**config.mk**
```make
export PLATFORM = sky130hd
export DESIGN_NAME = bit_err_counter
export DESIGN_NICKNAME = d
export VERILOG_FILES = /design/src/rtl/bit_err_pkg.sv /design/src/rtl/sat_counter.sv /design/src/rtl/bit_err_counter.sv
export SDC_FILE = /design/constraint.sdc
export NUM_CORES = 1
export LEC_CHECK = 0
export CORE_ASPECT_RATIO = 0.7
export CORE_UTILIZATION = 50
export CTS_BUF_LIST = sky130_fd_sc_hd__clkbuf_2
export DETAILED_ROUTE_END_ITERATION = 10
export PLACE_DENSITY = 0.79
export SYNTH_ARGS = -nofsm -noshare
export SYNTH_HDL_FRONTEND = slang
export SYNTH_SLANG_ARGS = --single-unit
```
**constraint.sdc**
```tcl
create_clock -name clk_in -period 3.4 [get_ports clk_in]
set_input_delay 1.02 -clock clk_in [delete_from_list [all_inputs] [get_ports clk_in]]
set_output_delay 1.02 -clock clk_in [all_outputs]
set_load 0.05 [all_outputs]
```
**src/rtl/bit_err_pkg.sv**
```systemverilog
// bit_err_counter shared types: FSM state encoding and default widths.
// Optional first-error capture is enabled by BIT_ERR_FIRST_IDX_EN.
package bit_err_pkg;

  typedef enum logic [1:0] {
    IDLE   = 2'd0,
    COUNT  = 2'd1,
    RESULT = 2'd2
  } state_t;

  localparam int DEF_WIN_W = 16;
  localparam int DEF_CNT_W = 16;

endpackage

```
**src/rtl/sat_counter.sv**
```systemverilog
// Saturating up-counter with synchronous clear and a sticky overflow flag.
// The flag sets on the first increment attempted while already at max.
module sat_counter
  import bit_err_pkg::*;
#(
  parameter int W = DEF_CNT_W
) (
  input  logic         clk_in,
  input  logic         rst_in,
  input  logic         clr_in,
  input  logic         inc_in,
  output logic [W-1:0] cnt_out,
  output logic         sat_out
);

  logic [W-1:0] r_cnt;
  logic         r_sat;
  logic         w_max;

  assign w_max = (r_cnt == {W{1'b1}});

  always_ff @(posedge clk_in) begin
    if (rst_in || clr_in) begin
      r_cnt <= '0;
      r_sat <= 1'b0;
    end else if (inc_in) begin
      if (w_max) r_sat <= 1'b1;
      else       r_cnt <= r_cnt + W'(1);
    end
  end

  assign cnt_out = r_cnt;
  assign sat_out = r_sat;

endmodule

```
**src/rtl/bit_err_counter.sv**
```systemverilog
// Windowed bit-error counter with valid/ready result handshake.
// Define BIT_ERR_FIRST_IDX_EN to add first-error index capture.
module bit_err_counter
  import bit_err_pkg::*;
#(
  parameter int WIN_W = DEF_WIN_W,
  parameter int CNT_W = DEF_CNT_W
) (
  input  logic             clk_in,
  input  logic             rst_in,
  input  logic             start_in,
  input  logic [WIN_W-1:0] win_len_in,
  input  logic             err_valid_in,
  input  logic             err_in,
  output logic             busy_out,
  output logic             res_valid_out,
  input  logic             res_ready_in,
  output logic [CNT_W-1:0] err_cnt_out,
  output logic             sat_out
`ifdef BIT_ERR_FIRST_IDX_EN
  ,
  output logic             first_err_vld_out,
  output logic [WIN_W-1:0] first_err_idx_out
`endif
);

  state_t           r_state;
  logic [WIN_W-1:0] r_len;
  logic [WIN_W-1:0] r_idx;
  logic             r_busy;
  logic             r_res_valid;

  logic             w_start;
  logic             w_consume;
  logic             w_err;
  logic [WIN_W-1:0] w_idx_nxt;
  logic             w_last;
  logic             w_hs;

  assign w_start   = (r_state == IDLE) && start_in;
  assign w_consume = (r_state == COUNT) && err_valid_in;
  assign w_err     = w_consume && err_in;
  assign w_idx_nxt = r_idx + WIN_W'(1);
  assign w_last    = w_consume && (w_idx_nxt == r_len);
  assign w_hs      = (r_state == RESULT) && res_ready_in;

  always_ff @(posedge clk_in) begin
    if (rst_in) begin
      r_state     <= IDLE;
      r_len       <= '0;
      r_idx       <= '0;
      r_busy      <= 1'b0;
      r_res_valid <= 1'b0;
    end else begin
      unique case (r_state)
        IDLE: begin
          if (w_start) begin
            r_len  <= win_len_in;
            r_idx  <= '0;
            r_busy <= 1'b1;
            if (win_len_in == '0) begin
              r_state     <= RESULT;
              r_res_valid <= 1'b1;
            end else begin
              r_state <= COUNT;
            end
          end
        end
        COUNT: begin
          if (w_consume) r_idx <= w_idx_nxt;
          if (w_last) begin
            r_state     <= RESULT;
            r_res_valid <= 1'b1;
          end
        end
        RESULT: begin
          if (w_hs) begin
            r_state     <= IDLE;
            r_res_valid <= 1'b0;
            r_busy      <= 1'b0;
          end
        end
        default: begin
          r_state     <= IDLE;
          r_res_valid <= 1'b0;
          r_busy      <= 1'b0;
        end
      endcase
    end
  end

  sat_counter #(
    .W (CNT_W)
  ) u_cnt (
    .clk_in  (clk_in),
    .rst_in  (rst_in),
    .clr_in  (w_start),
    .inc_in  (w_err),
    .cnt_out (err_cnt_out),
    .sat_out (sat_out)
  );

  assign busy_out      = r_busy;
  assign res_valid_out = r_res_valid;

`ifdef BIT_ERR_FIRST_IDX_EN
  logic             r_first_vld;
  logic [WIN_W-1:0] r_first_idx;

  // r_idx is the 0-based index of the bit being consumed this cycle
  always_ff @(posedge clk_in) begin
    if (rst_in || w_start) begin
      r_first_vld <= 1'b0;
      r_first_idx <= '0;
    end else if (w_err && !r_first_vld) begin
      r_first_vld <= 1'b1;
      r_first_idx <= r_idx;
    end
  end

  assign first_err_vld_out = r_first_vld;
  assign first_err_idx_out = r_first_idx;
`endif

endmodule
```
* Word level (Yosys, flattened, before mapping) *
Index checks and enable logic that the tools add are counted.

storage, ports and cells
  register bits = 53
  latch bits = 0
  memory bits (writable) = 0
  bits in read-only memories = 0
  bits of input ports = 22
  output and inout bits = 19
  memories = 0

cells by class
  add/subtract/negate cells = 2
  multipliers = 0
  divide/modulo/power cells = 0
  order comparisons = 0
  equality and inequality tests = 9
  shifts and indexed selects = 0
  multiplexer cells = 15
  bitwise operators = 2
  reduce and logical (&&, ||, !) cells = 16

operator list
  kind                                            count
  adder 16 x 1 -> 16 bit (second input constant)  2
  two-way mux 16 bit                              2
  case mux 16 bit (2 select lines)                1
  == test 16 bit                                  1
  == test 16 bit (second input constant)          1
  zero test 16 bit                                1
  AND reduction 3 bit                             3
  two-way mux 2 bit                               4
  != test 2 bit (second input constant)           3
  case mux 1 bit (3 select lines)                 2
  case mux 2 bit (3 select lines)                 1
  AND reduction 2 bit                             3
  logical AND 1 bit                               5
  two-way mux 1 bit                               5
  != test 2 x 1 -> 1 bit (second input constant)  2
  AND reduction 4 bit                             1
  == test 2 x 1 -> 1 bit (second input constant)  1
  == test 2 bit (second input constant)           1
  zero test 2 bit                                 1
  inverter 1 bit                                  2
  nonzero test 2 bit                              1
  logical OR 1 bit                                1

* Logic depth before layout (Yosys ltp) *
Gate-level depths: netlist of run 1.

  depth in word-level cells = 5
  gate-level depth with buffers = 8

* Modules after synthesis *
From an unflattened synthesis of run 1, not the netlist that was laid out.

unflattened totals
  cell total of the unflattened synthesis = 378
  area total of the unflattened synthesis = 3004.1 um^2

by module, submodules not included
  module           instances  cells an instance  area each (um^2)  sequential area each (um^2)
  bit_err_counter  1          278                2084.5            720.7
  sat_counter      1          100                919.6             340.3

* Least setup slack after synthesis of run 1 *
OpenSTA, ideal clock, no wires.

  path type = in2reg
  start = input err_valid_in
  end = register u_cnt.r_cnt[7], in the netlist u_cnt.cnt_out[7]
  arrival time = 2139 ps
  data required time = 3272 ps
  setup slack = 1133 ps
  cell stages on the path = 7
  buffers on the path = 1
  cells stage by stage = and3b_1 > clkbuf_1 > nand4_1 > a31oi_1 > nand4_1 > xor2_1 > nor2_1

between the ends
  cells in the longest elaborated chain, start to end = 3

ends and longest elaborated chain
  element                        line                   source
  from (decl)                    bit_err_counter.sv:13  input logic err_valid_in,
  logical AND 1 bit              bit_err_counter.sv:41  assign w_consume = (r_state == COUNT) && err_valid_in;
  logical AND 1 bit              bit_err_counter.sv:42  assign w_err = w_consume && err_in;
  AND reduction 2 bit (no line)  n/a
  to (signal assigned)           sat_counter.sv:28      else r_cnt <= r_cnt + W'(1);
  to (decl)                      sat_counter.sv:16      logic [W-1:0] r_cnt;

Every way passes these cells.
A chain may end at the register's enable or synchronous reset.

* Worst setup path in the final report of run 1 *
  start = register u_cnt.r_cnt[4], in the netlist u_cnt.cnt_out[4]
  end = output err_cnt_out[4]

RTL lines
  element    line                   source
  to (decl)  bit_err_counter.sv:18  output logic [CNT_W-1:0] err_cnt_out,

No word-level cell between the ends.

==> metrics, run 1 <==
run status=complete, no violations; Post-synth EDFFs=0; Total GRT Usage=24.5%; Yosys warnings=0; chip width=between 90 and 100 microns; total iterations of the first detailed-routing run=5; Setup Crit Path Kind=reg -> out; clk buf depth=2; Hold Buf Count CTS=0; final hold vios=0; root buffer cell=clkbuf_2; GP Congestion=0.845; Lkg Pwr=1.14 nW; combinational family with the most area after synthesis=simple AND/OR/NAND/NOR gates; CP Capture Type=output port; Ant. Diodes=0; Layout Skew=0.0191 ns; # IOs=41; Mapped Area=between 2000 and 3000 sq um; combinational share of power=15.4%; Internal Power=0.843 mW; CTS Buf Count=5; clock network power share=28.1%; Setup-failing EPs final=0; syn avg cell area=7.88 sq um; setup TNS=0 ns; #FFs+latches synth=53; dpl ws=0.463 ns; crit start category=flip-flop; RSZ-0062 raised after global routing=no; Synth Area in Simple Gates=between 20% and 30%; via count=approximately 2700; H-tree levels=2; Post-Syn Instances=roughly 360; Slew Limit Fails=0; Final Cycle Share=between 80% and 90%; sequential share of power=56.5%; first-pass GRT wire length=11.5 mm; Die H=65.4 microns; CP required=~2.4 ns; initial antenna violation count=0; port bufs=40; DRC violation total after the first TritonRoute iteration=142; Pwr Density=~350 nW/um^2; Worst EP arrival=1.78 ns; CTS clock-pin slew for the worst setup and hold paths=0.27 ns; fraction of layout cells with a size suffix above 1=5.84%; # DRC=0; Initial Util=a little over half; largest net degree at the start of global routing=21; core box area=5400 sq um; Max Clock Freq=around 0.36 GHz; Hold WC Path Type=reg -> reg; worst-path cell chain=clkdlybuf4s50_1; clock sink count=53; Vias/cell=5.86; CTS tree=built; switching share of total power=28.2%; fraction of the mapped netlist area in compound gates=between 10% and 20%; post-synthesis mux area share=less than 1%; post-DP HPWL=roughly 5.3 mm; XOR/XNOR share of the synthesized area=10.7%; drt total wl=7.00 mm; post-DR wirelength/cell=15.0 microns; post-cts sizing count=0; adder-cell share of the synthesized area=between 1 and 1.5%; Rows=22; fin crit period=2.80 ns; Sw Pwr=0.331 mW; slowest cell on the critical path=clkdlybuf4s50_1; vias in the first global route=2390; worst-path fanout max=6; grt ovf=0; maximum vdd drop=0.231 mV; buffers plus inverters on the worst setup path=1; Final nets=418; Max transition margin=47.1%; Main synth FF type=dfxtp_1; die area=around 6000 sq um; CP top delay family=buffers and inverters; max cap viols=0; critical path's largest stage delay=0.84 ns; Cell variety after synth=51; post-synthesis sequential area ratio=37.0%; remaining antenna violation count=0; Syn Nets=388; Area Overhead vs Synth=17.2%; FFs w/ async S/R, synth=0%; Post-CTS Repair Setup Buffers=0; post-route setup slack=0.599 ns; Worst-Margin Slew=0.783 ns; clk_lat worst skew=0.45 ns
per-layer routing:
layer	wire [microns]	part of all wire, %	track usage, %	up-vias
li1	-	-	-	1343
met1	3490	50	35.6	1286
met2	2930	42	35.5	94
met3	501	7.2	5.21	10
met4	88	1.3	8.40	0
met5	0	0	0	-
cell families (layout without fill, tap and decap cells):
group,after synthesis,count (layout)
XOR/XNOR,35,35
adder cells (fa/ha/maj),3,3
buffers and inverters,28,58
flip-flops,53,53
AND/OR/NAND/NOR,166,166
AO/OA/AOI/OAI,77,77
multiplexers,2,2
worst paths after layout:
check,cells past startpoint,slack [ns],start,end
worst max-delay path,1,0.60,u_cnt.cnt_out[4],err_cnt_out[4]
worst min-delay path,2,0.48,r_len[14],r_len[14]
worst max register to register,7,0.94,r_idx[0],r_state[1]
worst min register to register,2,0.48,r_len[14],r_len[14]
cells in the final DEF (no fill, tap or decap), types with 5 or more instances in the layout:
master / instances
a31oi_1: 7
nand3_1: 13
xor2_1: 14
o21ai_0: 15
a21oi_1: 35
nor4_1: 7
nor2_1: 41
xnor2_1: 21
inv_1: 5
clkdlybuf4s50_1: 40
buf_4: 6
and3_1: 7
nand2_1: 55
dfxtp_1: 53
nand4_1: 9
clkbuf_2: 5
per-stage QoR:
step | hold WS, ns | std cells | util (%) | cell area, sq um | power (mW)
2_1_floorplan | 0.448 | 364 | - | 2870 | 0.781
3_3_place_gp | 0.458 | 459 | 61.2 | 3300 | 0.848
3_5_place_dp | 0.460 | 459 | 61.2 | 3300 | 0.853
4_1_cts | 0.489 | 466 | 62.3 | 3360 | 1.17
5_1_grt | 0.510 | 466 | 62.3 | 3360 | 1.22
6_report | 0.484 | 466 | 62.3 | 3360 | 1.17
registers in the layout, indices dropped and copies added, names as in the netlist:
register,cells
r_idx,16
u_cnt.cnt_out,16
res_valid_out,1
busy_out,1
u_cnt.sat_out,1
r_len,16
r_state,2
layout make-up:
cell class	instances	area [sq um]
repair buffers	46	445
flip-flops and latches	53	1060
clock buffers	5	25.0
inverters	5	18.8
well taps	72	90.1
fillers	507	2030
clock inverters	2	38.8
multi-input cells	283	1680
power by group through the flow:
| stage | clock (mW) | combinational, mW | sequential, mW |
|---|---|---|---|
| CTS | 0.332 | 0.179 | 0.663 |
| floorplan | 0 | 0.106 | 0.675 |
| global route | 0.352 | 0.199 | 0.667 |
| finish | 0.330 | 0.180 | 0.664 |
| global placement | 0 | 0.175 | 0.673 |
| detailed placement | 0 | 0.178 | 0.674 |
tightest hold or removal path: cells and delay by family, from the launching register on:
family / cells / cell delay, ns
AOI/OAI and AO/OA: 1 / 0.05
DFF: 1 / 0.38
and+or+nand+nor: 1 / 0.05
cell usage after synthesis, drive strengths merged (5+ instances only):
cell type | count | area, sq um
nor3 | 5 | 30.0
a21oi | 35 | 175
o21ai | 15 | 75.1
nor4 | 8 | 65.1
buf | 9 | 57.6
xor2 | 14 | 123
nor2 | 41 | 154
inv | 5 | 18.8
dfxtp | 53 | 1060
and3 | 7 | 43.8
xnor2 | 21 | 184
nand3 | 14 | 75.1
a31oi | 7 | 43.8
nand4 | 11 | 90.1
clkbuf | 14 | 52.6
nand2 | 55 | 206
Power figures use the tool's default switching activity.
==> inputs of run 2 (changes only) <==
--- a/config.mk
+++ b/config.mk
@@ -9,7 +9,7 @@
 export CORE_UTILIZATION = 50
 export CTS_BUF_LIST = sky130_fd_sc_hd__clkbuf_2
 export DETAILED_ROUTE_END_ITERATION = 10
-export PLACE_DENSITY = 0.79
+export PLACE_DENSITY = 0.82
 export SYNTH_ARGS = -nofsm -noshare
 export SYNTH_HDL_FRONTEND = slang
 export SYNTH_SLANG_ARGS = --single-unit
==> constraint.sdc (replaced) <==
create_clock -name clk_in -period 2.4 [get_ports clk_in]
set_input_delay 0.72 -clock clk_in [delete_from_list [all_inputs] [get_ports clk_in]]
set_output_delay 0.72 -clock clk_in [all_outputs]
set_load 0.05 [all_outputs]
==> metrics, run 2 (synthesized netlist as in run 1, its figures left out) <==
H-tree levels=2 (unchanged); final hold vios=0 (unchanged); post-route cell area=3410 sq um (+1.3%); maximum vdd drop=0.333 mV (+44%); CP required=2.78 ns (+0.40 ns); vias in the first global route=2482 (+3.8%); Hold Buf Count CTS=0 (unchanged); die area=6050 sq um (unchanged); CTS tree=built; max cap viols=0 (unchanged); Internal Power=1.11 mW (+32%); post-DP HPWL=5.45 mm (+2.7%); # IOs=41 (unchanged); drt total wl=7.22 mm (+3.1%); clk buf depth=2 (unchanged); DRC violation total after the first TritonRoute iteration=230 (+62%); Final nets=429 (+2.6%); Hold WC Path Type=reg -> reg; largest net degree at the start of global routing=21 (unchanged); Max Clock Freq=0.451 GHz; Vias/cell=5.83 (-0.58%); post-DR wirelength/cell=15.1 microns (+0.48%); Lkg Pwr=1.29 nW (+13%); CP Capture Type=flip-flop; initial antenna violation count=0 (unchanged); Layout Skew=0.0229 ns (+0.00387 ns); Sw Pwr=0.457 mW (+38%); CTS Buf Count=5 (unchanged); fin crit period=approximately 2.2 ns; Pwr Density=460 nW/um^2 (+32%); sequential share of power=59.9% (+3.4 points); chip width=92.5 microns (unchanged); Setup Crit Path Kind=reg -> reg; Power, Total=1.57 mW (+33%); Die H=65.4 microns (unchanged); crit start category=flip-flop; port bufs=40 (unchanged); clock network power share=22.8% (-5.3 points); Rows=22 (unchanged); worst-path fanout max=9 (+3); # DRC=0 (unchanged); remaining antenna violation count=0 (unchanged); Setup-failing EPs final=0 (unchanged); clk_lat worst skew=0.45 ns (about the same); dpl cell area=3380 sq um (+2.5%); most common cell after layout, fill and taps aside=nand2_1; grt ovf=0 (unchanged); Slew Limit Fails=0 (unchanged); RSZ-0062 raised after global routing=no; run status=complete, no violations; Worst EP arrival=2.60 ns (+0.82 ns); core box area=5400 sq um (unchanged); Post-Route Utilization=63.1% (+0.81 points); CTS clock-pin slew for the worst setup and hold paths=0.26 ns (about the same); clock sink count=53 (unchanged); Final Cycle Share=92.5%; Ant. Diodes=0 (unchanged); total iterations of the first detailed-routing run=4 (-1); Total GRT Usage=25.1% (+0.64 points); fraction of layout cells with a size suffix above 1=8.87% (+3.0 points); commonest non-fill, non-tap cells in the layout=55 x nand2_1, 53 x dfxtp_1, 40 x nor2_1; first-pass GRT wire length=11.9 mm (+3.7%); Max transition margin=66.5% (+19 points); via count=2787 (+2.0%); Worst-Margin Slew=0.501 ns (-0.282 ns); Area Overhead vs Synth=18.8%; root buffer cell=clkbuf_2; GP Congestion=0.852 (+0.90%); combinational share of power=17.3% (+1.9 points); switching share of total power=29.2% (+0.99 points); Initial Util=53.2% (unchanged)
==> run 2: cell types whose count changed in the layout (fill, tap and decap cells not counted), moves of 2 or more <==
cell and delta:
clkbuf_2 +2, clkdlybuf4s50_1 -19, buf_4 +11, dlygate4sd2_1 +18
==> run 2: repair_timing <==
| action | CTS | global route |
|---|---|---|
| setup buffers | 0 | 0 |
| endpoints found under the setup margin | 18 | 4 |
| gates resized for setup | 18 | 2 |
==> run 2: cell type report <==
class                           count  area (sq um)
Clock buffer                        7          35.0
Clock inverter                      1          7.51
Fill cell                         500          1990
Inverter                            5          18.8
Multi-Input combinational cell    283          1690
Sequential cell                    53          1060
Tap cell                           72          90.1
Timing Repair Buffer               57           508
==> run 2: final timing paths <==
kind / from / to / slack [ns] / cells after the start
worst min register to register: r_len[14] / r_len[14] / 0.49 / 2
worst max register to register: r_idx[1] / r_state[0] / 0.18 / 7
worst min-delay path: r_len[14] / r_len[14] / 0.49 / 2
worst max-delay path: r_idx[1] / r_state[0] / 0.18 / 7
==> run 2: critical path: stages, from the launching register on <==
cell,delay [ns]
dfxtp_1,0.46
ha_1,0.32
nand3_2,0.25
or2_2,0.41
nor3_1,0.20
a21oi_1,0.13
a21o_1,0.17
o31a_1,0.22
==> run 2: through the flow <==
stage                     TNS, ns  hold WS, ns  std cells  worst slack, ns
after floorplan                 0        0.448        364            0.372
after global placement     -0.123        0.462        470          -0.0975
after detailed placement   -0.278        0.465        470          -0.0951
after CTS                       0        0.492        478           0.0352
after global routing            0        0.507        478           0.0229
final                           0        0.492        478            0.181
==> run 2: metal layers <==
| layer | global-route usage (%) | wire length [microns] | part of all wire, % | up-vias |
|---|---|---|---|---|
| li1 | - | - | - | 1377 |
| met1 | 37.3 | 3520 | 49 | 1290 |
| met2 | 36.4 | 3010 | 42 | 109 |
| met3 | 5.32 | 612 | 8.5 | 11 |
| met4 | 6.64 | 76 | 1.1 | 0 |
| met5 | 0 | 0 | 0 | - |
==> run 2: power by group through the flow <==
| stage | clock (mW) | combinational, mW | sequential [mW] |
|---|---|---|---|
| global route | 0.400 | 0.297 | 0.942 |
| CTS | 0.364 | 0.268 | 0.937 |
| finish | 0.358 | 0.270 | 0.938 |
| floorplan | 0 | 0.150 | 0.956 |
| detailed placement | 0 | 0.268 | 0.954 |
| global placement | 0 | 0.261 | 0.952 |
